[src/rtl/ir_fetch_sequencer.sv]
// Instruction fetch/decode/execute sequencer for the 16-bit microcoded core.
// Owns the PC, the IR contents and the microstep counter.
module ir_fetch_sequencer #(
    parameter int unsigned            ADDR_W   = 16,
    parameter int unsigned            STEP_W   = 4,
    parameter logic [ADDR_W-1:0]      RESET_PC = 16'h0000
) (
    input  logic              IR_clk,
    input  logic              IR_rst,
    input  logic              run,
    output logic              mem_req,
    output logic [ADDR_W-1:0] mem_addr,
    input  logic              mem_ack,
    input  logic [15:0]       mem_rdata,
    output logic [15:0]       ir_data,
    output logic              ir_wr_en,
    output logic              ir_rd_en,
    output logic [STEP_W-1:0] ustep,
    input  logic              uop_last,
    input  logic              jump_en,
    input  logic [ADDR_W-1:0] jump_addr,
    input  logic              halt_req,
    output logic [ADDR_W-1:0] pc,
    output logic              busy,
    output logic              halted,
    output logic              ustep_ovf
);

    typedef enum logic [2:0] {
        ST_IDLE   = 3'd0,
        ST_FETCH  = 3'd1,
        ST_LOAD   = 3'd2,
        ST_DECODE = 3'd3,
        ST_EXEC   = 3'd4,
        ST_HALT   = 3'd5
    } state_t;

    localparam logic [STEP_W-1:0] STEP_MAX  = {STEP_W{1'b1}};
    localparam logic [STEP_W-1:0] STEP_ZERO = {STEP_W{1'b0}};

    state_t            state_q, state_d;
    logic [ADDR_W-1:0] pc_q, pc_d;
    logic [15:0]       ir_q, ir_d;
    logic [STEP_W-1:0] ustep_q, ustep_d;
    logic              ovf_q, ovf_d;

    // State and datapath registers with asynchronous reset.
    always_ff @(posedge IR_clk or posedge IR_rst) begin
        if (IR_rst) begin
            state_q <= ST_IDLE;
            pc_q    <= RESET_PC;
            ir_q    <= 16'h0000;
            ustep_q <= STEP_ZERO;
            ovf_q   <= 1'b0;
        end else begin
            state_q <= state_d;
            pc_q    <= pc_d;
            ir_q    <= ir_d;
            ustep_q <= ustep_d;
            ovf_q   <= ovf_d;
        end
    end

    // Next-state and datapath update logic.
    always_comb begin
        state_d = state_q;
        pc_d    = pc_q;
        ir_d    = ir_q;
        ustep_d = ustep_q;
        ovf_d   = ovf_q;
        case (state_q)
            ST_IDLE: begin
                if (run) begin
                    state_d = ST_FETCH;
                end else begin
                    state_d = ST_IDLE;
                end
            end
            ST_FETCH: begin
                // run is deliberately ignored here so a started read always completes
                if (mem_ack) begin
                    ir_d    = mem_rdata;
                    pc_d    = pc_q + ADDR_W'(1);
                    state_d = ST_LOAD;
                end else begin
                    state_d = ST_FETCH;
                end
            end
            ST_LOAD: begin
                state_d = ST_DECODE;
            end
            ST_DECODE: begin
                ustep_d = STEP_ZERO;
                state_d = ST_EXEC;
            end
            ST_EXEC: begin
                if (jump_en) begin
                    pc_d = jump_addr;
                end else begin
                    pc_d = pc_q;
                end
                if (uop_last) begin
                    ustep_d = STEP_ZERO;
                    if (halt_req) begin
                        state_d = ST_HALT;
                    end else if (run) begin
                        state_d = ST_FETCH;
                    end else begin
                        state_d = ST_IDLE;
                    end
                end else if (ustep_q == STEP_MAX) begin
                    // Runaway microprogram: abort the instruction rather than wrap.
                    ovf_d   = 1'b1;
                    ustep_d = STEP_ZERO;
                    if (run) begin
                        state_d = ST_FETCH;
                    end else begin
                        state_d = ST_IDLE;
                    end
                end else begin
                    ustep_d = ustep_q + STEP_W'(1);
                end
            end
            ST_HALT: begin
                state_d = ST_HALT;
            end
            default: begin
                state_d = ST_IDLE;
            end
        endcase
    end

    assign mem_req   = (state_q == ST_FETCH);
    assign ir_wr_en  = (state_q == ST_LOAD);
    assign ir_rd_en  = (state_q == ST_EXEC);
    assign busy      = (state_q != ST_IDLE) && (state_q != ST_HALT);
    assign halted    = (state_q == ST_HALT);
    assign mem_addr  = pc_q;
    assign pc        = pc_q;
    assign ir_data   = ir_q;
    assign ustep     = ustep_q;
    assign ustep_ovf = ovf_q;

endmodule

[config.mk]
export PLATFORM = sky130hd
export DESIGN_NAME = ir_fetch_sequencer
export DESIGN_NICKNAME = d
export VERILOG_FILES = /design/src/rtl/ir_fetch_sequencer.sv
export SDC_FILE = /design/constraint.sdc
export NUM_CORES = 1
export LEC_CHECK = 0
export BUFFER_PORTS_ARGS = -buffer_cell sky130_fd_sc_hd__buf_4
export CORE_ASPECT_RATIO = 0.7
export CORE_MARGIN = 2
export CORE_UTILIZATION = 51
export DETAILED_ROUTE_END_ITERATION = 10
export PLACE_DENSITY = 0.89
export SLEW_MARGIN = 10
export SYNTH_ARGS = -nofsm -noshare
export SYNTH_HDL_FRONTEND = slang
export SYNTH_SLANG_ARGS = --single-unit
[constraint.sdc]
create_clock -name IR_clk -period 2.7 [get_ports IR_clk]
set_clock_uncertainty 0.1 [all_clocks]
set_input_delay 0.54 -clock IR_clk [delete_from_list [all_inputs] [get_ports IR_clk]]
set_output_delay 0.54 -clock IR_clk [all_outputs]
set_load 0.02 [all_outputs]
==> results of run 1 <==
[routing by layer]
layer  routed length (um)  GRT usage, %  up-vias
met2                 2780          41.5      122
li1                     -             -     1025
met1                 2370          32.8     1020
met5                    0             0        -
met4                   48          7.14        0
met3                  695          9.05        7
[power breakdown]
part | internal (mW) | switching [mW]
clock | 0.274 | 0.220
sequential | 0.836 | 0.305
combinational | 0.771 | 1.03
total | 1.88 | 1.56
[logic make-up (layout without fill, tap and decap cells)]
logic type               count (synthesis)  in the layout
flip-flops                              40             40
AO/OA/AOI/OAI                           48             48
AND/OR/NAND/NOR                        122            122
buffers and inverters                   36            115
adder cells (fa/ha/maj)                  2              2
multiplexers                             2              2
[sequential cells by signal, summed over array words and instances, names as in the netlist]
signal and flops:
state_q 3, ir_data 16, ustep 4, ustep_ovf 1, mem_addr 16
[through the flow]
stage                     cells  power (mW)  utilization [%]
after global routing        381        3.66             73.3
after global placement      373        2.89             70.5
after floorplan             250        2.29                -
after CTS                   381        3.44             73.3
final                       381        3.44             73.3
after detailed placement    373        2.93             70.5
[layout make-up]
type	count	area share [%]
multi-input combinational	174	33.0
clock buffer	5	2.35
tap	52	2.22
clock inverter	3	1.45
inverter	5	0.641
sequential	40	34.2
timing repair buffer	102	26.2
[cells in the final DEF (no fill, tap or decap), types with 2 or more instances in the layout]
cell type / netlist / final
nor3b_1: 2 / 2
nor3_1: 11 / 11
nor4_1: 4 / 4
nor2_1: 13 / 13
clkbuf_8: 0 / 5
dfrtp_1: 40 / 40
buf_4: 17 / 102
ha_1: 2 / 2
o32ai_1: 2 / 2
and2_1: 2 / 2
nand2_1: 59 / 59
inv_1: 4 / 4
o211ai_1: 4 / 4
and3_1: 2 / 2
nand4_1: 4 / 4
nand2b_1: 2 / 2
and4_1: 2 / 2
o21ai_0: 9 / 9
a31oi_1: 4 / 4
a21oi_1: 10 / 10
a311oi_1: 4 / 4
nand3_1: 7 / 7
nand4bb_1: 2 / 2
a211oi_1: 5 / 5
nor2b_1: 4 / 4
o22ai_1: 6 / 6
[tightest hold or removal path: stages]
cell	delay [ns]
buf_4	0.10
inv_1	0.04
buf_4	0.42
[final timing paths]
| kind | startpoint | endpoint | slack, ns | depth (start not counted) |
|---|---|---|---|---|
| max | state_q[2] | ir_rd_en | 0.19 | 3 |
| max reg2reg | state_q[2] | mem_addr[12] | 0.48 | 5 |
| min in group IR_clk | mem_rdata[3] | ir_data[3] | 0.33 | 3 |
| min reg2reg | ir_data[0] | ir_data[0] | 0.38 | 2 |
| min | IR_rst | ir_data[14] | 0.26 | 3 |
| max in group asynchronous | IR_rst | mem_addr[2] | 1.87 | 3 |
[synthesized netlist by cell type]
cell type and n:
a211oi_1 5, a21oi_1 10, a311oi_1 4, a31oi_1 4, a32oi_1 1, a41o_1 1, and2_1 2, and3_1 2
and4_1 2, buf_2 6, buf_4 17, buf_6 1, clkbuf_1 7, dfrtp_1 40, ha_1 2, inv_1 4
inv_2 1, mux2_2 1, mux2i_1 1, nand2_1 59, nand2b_1 2, nand3_1 7, nand3b_1 1, nand4_1 4
nand4bb_1 2, nor2_1 13, nor2b_1 4, nor3_1 11, nor3_2 1, nor3b_1 2, nor4_1 4, nor4b_1 1
nor4bb_1 1, o211ai_1 4, o21a_1 1, o21ai_0 9, o22ai_1 6, o31ai_1 1, o32ai_1 2, or2_1 1
or3_1 1, or3b_1 1, or4_1 1
==> impl_metrics.yaml, run 1 <==
layout:
  drive_gt1_share_pct: 34.7
  multiInputGateArea_um2: 966
  insertedDiodeCount: 0
  final_area_um2: 2930
  area_delta_synth_final_pct: 35.2
  fill_cells: 320
  regArea_um2: 1000
  fin_nets: 369
worst_setup_path:
  path_max_fanout: 16
  cp_cell_sequence: "or3b_1, inv_2, buf_4"
  cp.required_ns: 2.06
  critical-path-slowest-cell: "dfrtp_1"
  cp_slowest_stage_delay_ns: 0.65
  crit_type: "reg2out"
  critPathBufInv: 2
  cp-end-kind: "output pin"
  cp-start-kind: "flop"
  cp_top_family: "flip-flops"
  arrival_ns: 1.87
logic_synthesis:
  synth_fa_ha_area_share_pct: 1.16
  synthMuxAreaShare_pct: 0.982
  yosys_warnings: 0
  synth_fp_nets: 291
  synth_top_cell_area_share_pct: 46.2
  synth_xor_xnor_area_share_pct: 0
  yosys.area.top_type: "dfrtp_1"
  synth_top_family_by_area: "simple AND/OR/NAND/NOR gates"
  synth.distinct_cells: 43
  synth.yosys.seq_area_share_pct: 46.2
  syn-cell-area_um2: 2170
  yosys.area_share.simple_pct: 27.4
  postSynthAreaPerCell_um2: 8.66
  syn_inst: 250
  synth_compound_area_share_pct: 14.4
  ys_ff_latch: 40
  synth_top_cells_by_area: "dfrtp_1 (46%), nand2_1 (10%), buf_4 (5.9%), nor3_1 (2.5%), a21oi_1 (2.3%)"
placed_design:
  placedInstanceArea_um2: 2820
  place_congestion: 0.910
  port_buffers: 96
  hpwl_mm: 4.16
  place_ws_ns: 0.502
clock_tree:
  insertion_delay_ns: 0.29
  cts_buffer_depth: 2
  cts_inserted_buffers: 5
  cts_tree: "built"
  cts_root_buf: "clkbuf_8"
  post-cts-setup-buffer-count: 0
  ctsResizeCount: 0
  cts_max_level: 2
  clock-sinks: 40
  ctsHoldBuffers: 0
  path_clk_slew_ns: 0.08
floorplan:
  core_um2: 3990
  die_y_um: 58.5
  rows: 19
  die_w_um: 81.9
  top_level_ports: 97
  dieArea_um2: 4790
  start_util_pct: 54.2
run:
  cap_viol_max_count: 0
timing:
  rsz0062_at_grt: "false"
  final_hold_viol_count: 0
  fin_ws_ns: 0.186
  hold_slack_ns: 0.263
  finalCriticalPeriod_ns: 2.51
  slew_violations: 0
  worst_slew_pin_slew_ns: 0.560
  finalSetupViolCount: 0
  final.period_utilization_pct: 93.1
  slew_headroom_pct: 62.6
  fmax_mhz: 398
  final.setup.tns_ns: 0
power_and_ir_drop:
  p_leak_nw: 1.46
  cellPowerDensity_nw_per_um2: 1170
  peakVddDrop_mv: 0.710
drt:
  num_vias: 2174
  via_per_inst: 5.71
  post_drt_wl_per_cell_um: 15.5
  route.detailed.drc: 0
  drt_wl_total_mm: 5.90
  drtAntennaViolNets: 0
  drt-pass1-iter-count: 4
  drt_iter0_markers: 131
global_routing:
  grt_overflow: 0
  antenna_found_initial: 0
  grt_start_max_net_pins: 41
  grt_pass1_wl_mm: 9.40
  grtUsageTotal_pct: 25.6
  first_global_vias: 2044
min_path:
  hp-class: "in2async"
outcome:
  status: "completed"
Power figures use the tool's default switching activity.
==> run 2, diff against run 1 <==
--- a/config.mk
+++ b/config.mk
@@ -11,7 +11,6 @@
 export CORE_UTILIZATION = 51
 export DETAILED_ROUTE_END_ITERATION = 10
 export PLACE_DENSITY = 0.89
-export SLEW_MARGIN = 10
 export SYNTH_ARGS = -nofsm -noshare
 export SYNTH_HDL_FRONTEND = slang
 export SYNTH_SLANG_ARGS = --single-unit
==> constraint.sdc (replaced) <==
create_clock -name IR_clk -period 2.9 [get_ports IR_clk]
set_clock_uncertainty 0.1 [all_clocks]
set_input_delay 0.58 -clock IR_clk [delete_from_list [all_inputs] [get_ports IR_clk]]
set_output_delay 0.58 -clock IR_clk [all_outputs]
set_load 0.02 [all_outputs]
==> run 2 against run 1 <==
Against the previous run: sequential share of layout area is essentially flat; via count is 1.2% lower; count of clock-buffer cells in the layout is 1 higher; final cell count down 0.26%; non-clock buffer count shrank 1; largest cell class unchanged.
==> impl_metrics.yaml, run 2 (synthesis results as in run 1) <==
floorplan:
  start_util_pct: 54.2
  top_level_ports: 97
  rows: 19
  core_um2: 3990
  dieArea_um2: 4790
  die_w_um: 81.9
  die_y_um: 58.5
placed_design:
  hpwl_mm: 4.20
  place_congestion: 0.874
  dp_cells: 372
  port_buffers: 96
  place_ws_ns: 0.741
clock_tree:
  cts_buffer_depth: 2
  insertion_delay_ns: 0.29
  cts_tree: "built"
  cts_root_buf: "clkbuf_8"
  ctsResizeCount: 0
  clock-sinks: 40
  cts_inserted_buffers: 5
  path_clk_slew_ns: 0.08
  ctsHoldBuffers: 0
  cts_max_level: 2
  post-cts-setup-buffer-count: 0
min_path:
  hp-class: "in2async"
worst_setup_path:
  reg2reg_setup_slack_ns: 0.67
  path_max_fanout: 16
  reg2reg_to: "mem_addr[11]"
  crit_type: "reg2out"
  cp-start-kind: "flop"
  r2r_cells: 4
  cp.required_ns: 2.22
  arrival_ns: 1.79
  cp-end-kind: "output pin"
  r2r_start: "state_q[2]"
drt:
  drtAntennaViolNets: 0
  num_vias: 2147
  post_drt_wl_per_cell_um: 15.4
  drt-pass1-iter-count: 4
  drt_iter0_markers: 110
  via_per_inst: 5.65
  drt_wl_total_mm: 5.84
  route.detailed.drc: 0
layout:
  fin_nets: 368
  regArea_um2: 1000
  final_util_pct: 73.4
  drive_gt1_share_pct: 34.5
  multiInputGateArea_um2: 966
  finalNonFillerCells: 380
  final_common_cell: "buf_4"
  insertedDiodeCount: 0
  fill_cells: 303
  area_delta_synth_final_pct: 35.3
  final_cell_mix: "buf_4 (101), nand2_1 (59), dfrtp_1 (40)"
global_routing:
  grt_start_max_net_pins: 41
  antenna_found_initial: 0
  grt_overflow: 0
  grtUsageTotal_pct: 25.7
  grt_pass1_wl_mm: 9.36
  first_global_vias: 1915
timing:
  hold_slack_ns: 0.318
  finalSetupViolCount: 0
  fmax_mhz: 404
  fin_ws_ns: 0.427
  finalCriticalPeriod_ns: 2.47
  slew_headroom_pct: 44.2
  slew_violations: 0
  final.setup.tns_ns: 0
  final_hold_viol_count: 0
  rsz0062_at_grt: "false"
  worst_slew_pin_slew_ns: 0.835
  final.period_utilization_pct: 85.3
power_and_ir_drop:
  cellPowerDensity_nw_per_um2: 1100
  peakVddDrop_mv: 0.725
  p_leak_nw: 1.46
run:
  cap_viol_max_count: 0
outcome:
  status: "completed"
## run 2: final cells by class
type	count	area share, %
sequential	40	34.2
multi-input combinational	174	33.0
timing repair buffer	101	25.9
clock buffer	6	2.82
tap	52	2.22
clock inverter	2	1.32
inverter	5	0.640
## run 2: through the flow
step | instance area (um^2) | power [mW]
5_1_grt | 2930 | 3.45
3_5_place_dp | 2810 | 2.74
4_1_cts | 2930 | 3.23
3_3_place_gp | 2810 | 2.69
6_report | 2930 | 3.22
2_1_floorplan | 2170 | 2.13
## run 2: critical path, stage by stage, from the launching register on
cell and delay, ns:
dfrtp_1 0.65, or3b_1 0.43, inv_2 0.22, buf_4 0.19
## run 2: power breakdown
part	switching, mW	internal, mW	total [mW]
clock	0.203	0.282	0.485
combinational	0.960	0.711	1.67
sequential	0.290	0.779	1.07
total	1.45	1.77	3.22
## run 2: worst max path at each step
stage | startpoint | endpoint | slack (ns) | cells past startpoint
2_1_floorplan | state_q[1] | ir_rd_en | 1.01 | 5
3_3_place_gp | state_q[2] | ir_rd_en | 0.81 | 3
3_5_place_dp | state_q[2] | mem_addr[11] | 0.74 | 4
4_1_cts | state_q[2] | ir_rd_en | 0.44 | 3
5_1_grt | state_q[2] | ir_rd_en | 0.31 | 3
6_report | state_q[2] | ir_rd_en | 0.43 | 3
## run 2: routing by layer
metal  vias up  GRT usage [%]  routed length, um  part of all wire [%]
met4         0           5.00                  8                  0.14
met2       106           38.3               2670                    46
met5         -              0                  0                     0
met3         2           9.20                587                    10
met1      1009           36.5               2580                    44
li1       1030              -                  -                     -
==> run 3, diff against run 2 <==
--- a/config.mk
+++ b/config.mk
@@ -8,9 +8,11 @@
 export BUFFER_PORTS_ARGS = -buffer_cell sky130_fd_sc_hd__buf_4
 export CORE_ASPECT_RATIO = 0.7
 export CORE_MARGIN = 2
-export CORE_UTILIZATION = 51
+export CORE_UTILIZATION = 52
+export CTS_BUF_LIST = sky130_fd_sc_hd__clkbuf_4 sky130_fd_sc_hd__clkbuf_8
 export DETAILED_ROUTE_END_ITERATION = 10
-export PLACE_DENSITY = 0.89
+export PLACE_DENSITY = 0.9
+export SLEW_MARGIN = 30
 export SYNTH_ARGS = -nofsm -noshare
 export SYNTH_HDL_FRONTEND = slang
 export SYNTH_SLANG_ARGS = --single-unit
==> run 3 against run 2 <==
Against the previous run: utilization down 0.16 points; critical endpoint unchanged; count of clock-buffer cells in the layout up 2; die area down 1.8%; non-clock buffer count unchanged.
==> impl_metrics.yaml, run 3 (synthesis results as in run 1) <==
outcome:
  status: "completed"
layout:
  drive_gt1_share_pct: 34.5
  fin_nets: 368
  final_common_cell: "buf_4"
  final_area_um2: 2910
  insertedDiodeCount: 0
  area_delta_synth_final_pct: 34.2
  final_cell_mix: "buf_4 (101), nand2_1 (59), dfrtp_1 (40)"
clock_tree:
  cts_max_level: 2
  insertion_delay_ns: 0.28
  cts_tree: "built"
  ctsHoldBuffers: 0
  path_clk_slew_ns: 0.08
  cts_buffer_depth: 2
  clock-sinks: 40
  cts_root_buf: "clkbuf_8"
  cts_inserted_buffers: 5
  ctsResizeCount: 0
  post-cts-setup-buffer-count: 0
drt:
  route.detailed.drc: 0
  post_drt_wl_per_cell_um: 14.8
  via_per_inst: 5.66
  drt_wl_total_mm: 5.62
  drtAntennaViolNets: 0
  num_vias: 2152
  drt_iter0_markers: 106
  drt-pass1-iter-count: 5
power_and_ir_drop:
  clockPowerShare_pct: 12.7
  p_leak_nw: 1.45
  sw_frac_of_total_pct: 45.3
  peakVddDrop_mv: 0.678
  pwr-share-comb_pct: 53.2
  p_int_mw: 1.70
  seqPwrFrac_pct: 34.1
  p_switching_mw: 1.41
  cellPowerDensity_nw_per_um2: 1070
timing:
  slew_violations: 0
  final_hold_viol_count: 0
  final.period_utilization_pct: 84.6
  rsz0062_at_grt: "false"
  hold_slack_ns: 0.322
  finalCriticalPeriod_ns: 2.45
  final.setup.tns_ns: 0
  finalSetupViolCount: 0
  slew_headroom_pct: 51.8
  worst_slew_pin_slew_ns: 0.723
  fmax_mhz: 408
global_routing:
  grt_start_max_net_pins: 41
  grtUsageTotal_pct: 24.1
  first_global_vias: 1874
  antenna_found_initial: 0
  grt_overflow: 0
  grt_pass1_wl_mm: 8.74
worst_setup_path:
  critical-path-slowest-cell: "dfrtp_1"
  cp_cell_sequence: "or3b_1, inv_2, buf_4"
  crit_type: "reg2out"
  cp-start-kind: "flop"
  path_max_fanout: 16
  cp-end-kind: "output pin"
  arrival_ns: 1.77
  cp.required_ns: 2.22
  cp_slowest_stage_delay_ns: 0.65
floorplan:
  start_util_pct: 54.6
  core_um2: 3970
  dieArea_um2: 4710
  die_w_um: 81.1
  rows: 19
  die_y_um: 58.0
  top_level_ports: 97
placed_design:
  hpwl_mm: 4.09
  place_congestion: 0.850
  port_buffers: 96
  placedInstanceArea_um2: 2810
min_path:
  hp-class: "in2async"
run:
  cap_viol_max_count: 0
run 3: power groups by stage:
stage               registers, mW  clock network (mW)  logic, mW
CTS                          1.06               0.401       1.67
global route                 1.10               0.429       1.79
global placement             1.05                   0       1.62
finish                       1.06               0.396       1.65
detailed placement           1.06                   0       1.66
floorplan                    1.22                   0      0.912
run 3: layer usage:
metal  track usage [%]  wire, um  share of wire [%]
met5                 0         0                  0
met4              5.81        23               0.41
met3              5.61       554                9.9
met2              37.8      2630                 47
met1              34.3      2420                 43
run 3: layout make-up:
class                      instances  area (um^2)
fill                             324         1060
sequential                        40         1000
multi-input combinational        174          966
tap                               52         65.1
inverter                           5         18.8
timing repair buffer             101          758
clock buffer                       8         97.6
run 3: stage by stage:
| stage | std cells | util (%) | worst slack (ns) | total power, mW |
|---|---|---|---|---|
| 2_1_floorplan | 250 | - | 1.01 | 2.13 |
| 3_3_place_gp | 372 | 70.8 | 0.817 | 2.67 |
| 3_5_place_dp | 372 | 70.8 | 0.774 | 2.72 |
| 4_1_cts | 380 | 73.2 | 0.469 | 3.12 |
| 5_1_grt | 380 | 73.2 | 0.365 | 3.32 |
| 6_report | 380 | 73.2 | 0.447 | 3.11 |
run 3: worst paths after layout:
kind,startpoint,endpoint,slack (ns),cells after the start
max,state_q[2],ir_rd_en,0.45,3
min,IR_rst,ustep[1],0.32,3
max reg2reg,state_q[2],mem_addr[10],0.75,5
min reg2reg,ustep_ovf,ustep_ovf,0.38,1
max in group asynchronous,IR_rst,mem_addr[6],2.02,3
min in group IR_clk,ustep_ovf,ustep_ovf,0.38,1
run 3: critical path, delay by kind of cell (launching register included):
kind	cells	cell delay, ns
and+or+nand+nor	1	0.43
buffers and inverters	2	0.41
DFF	1	0.65
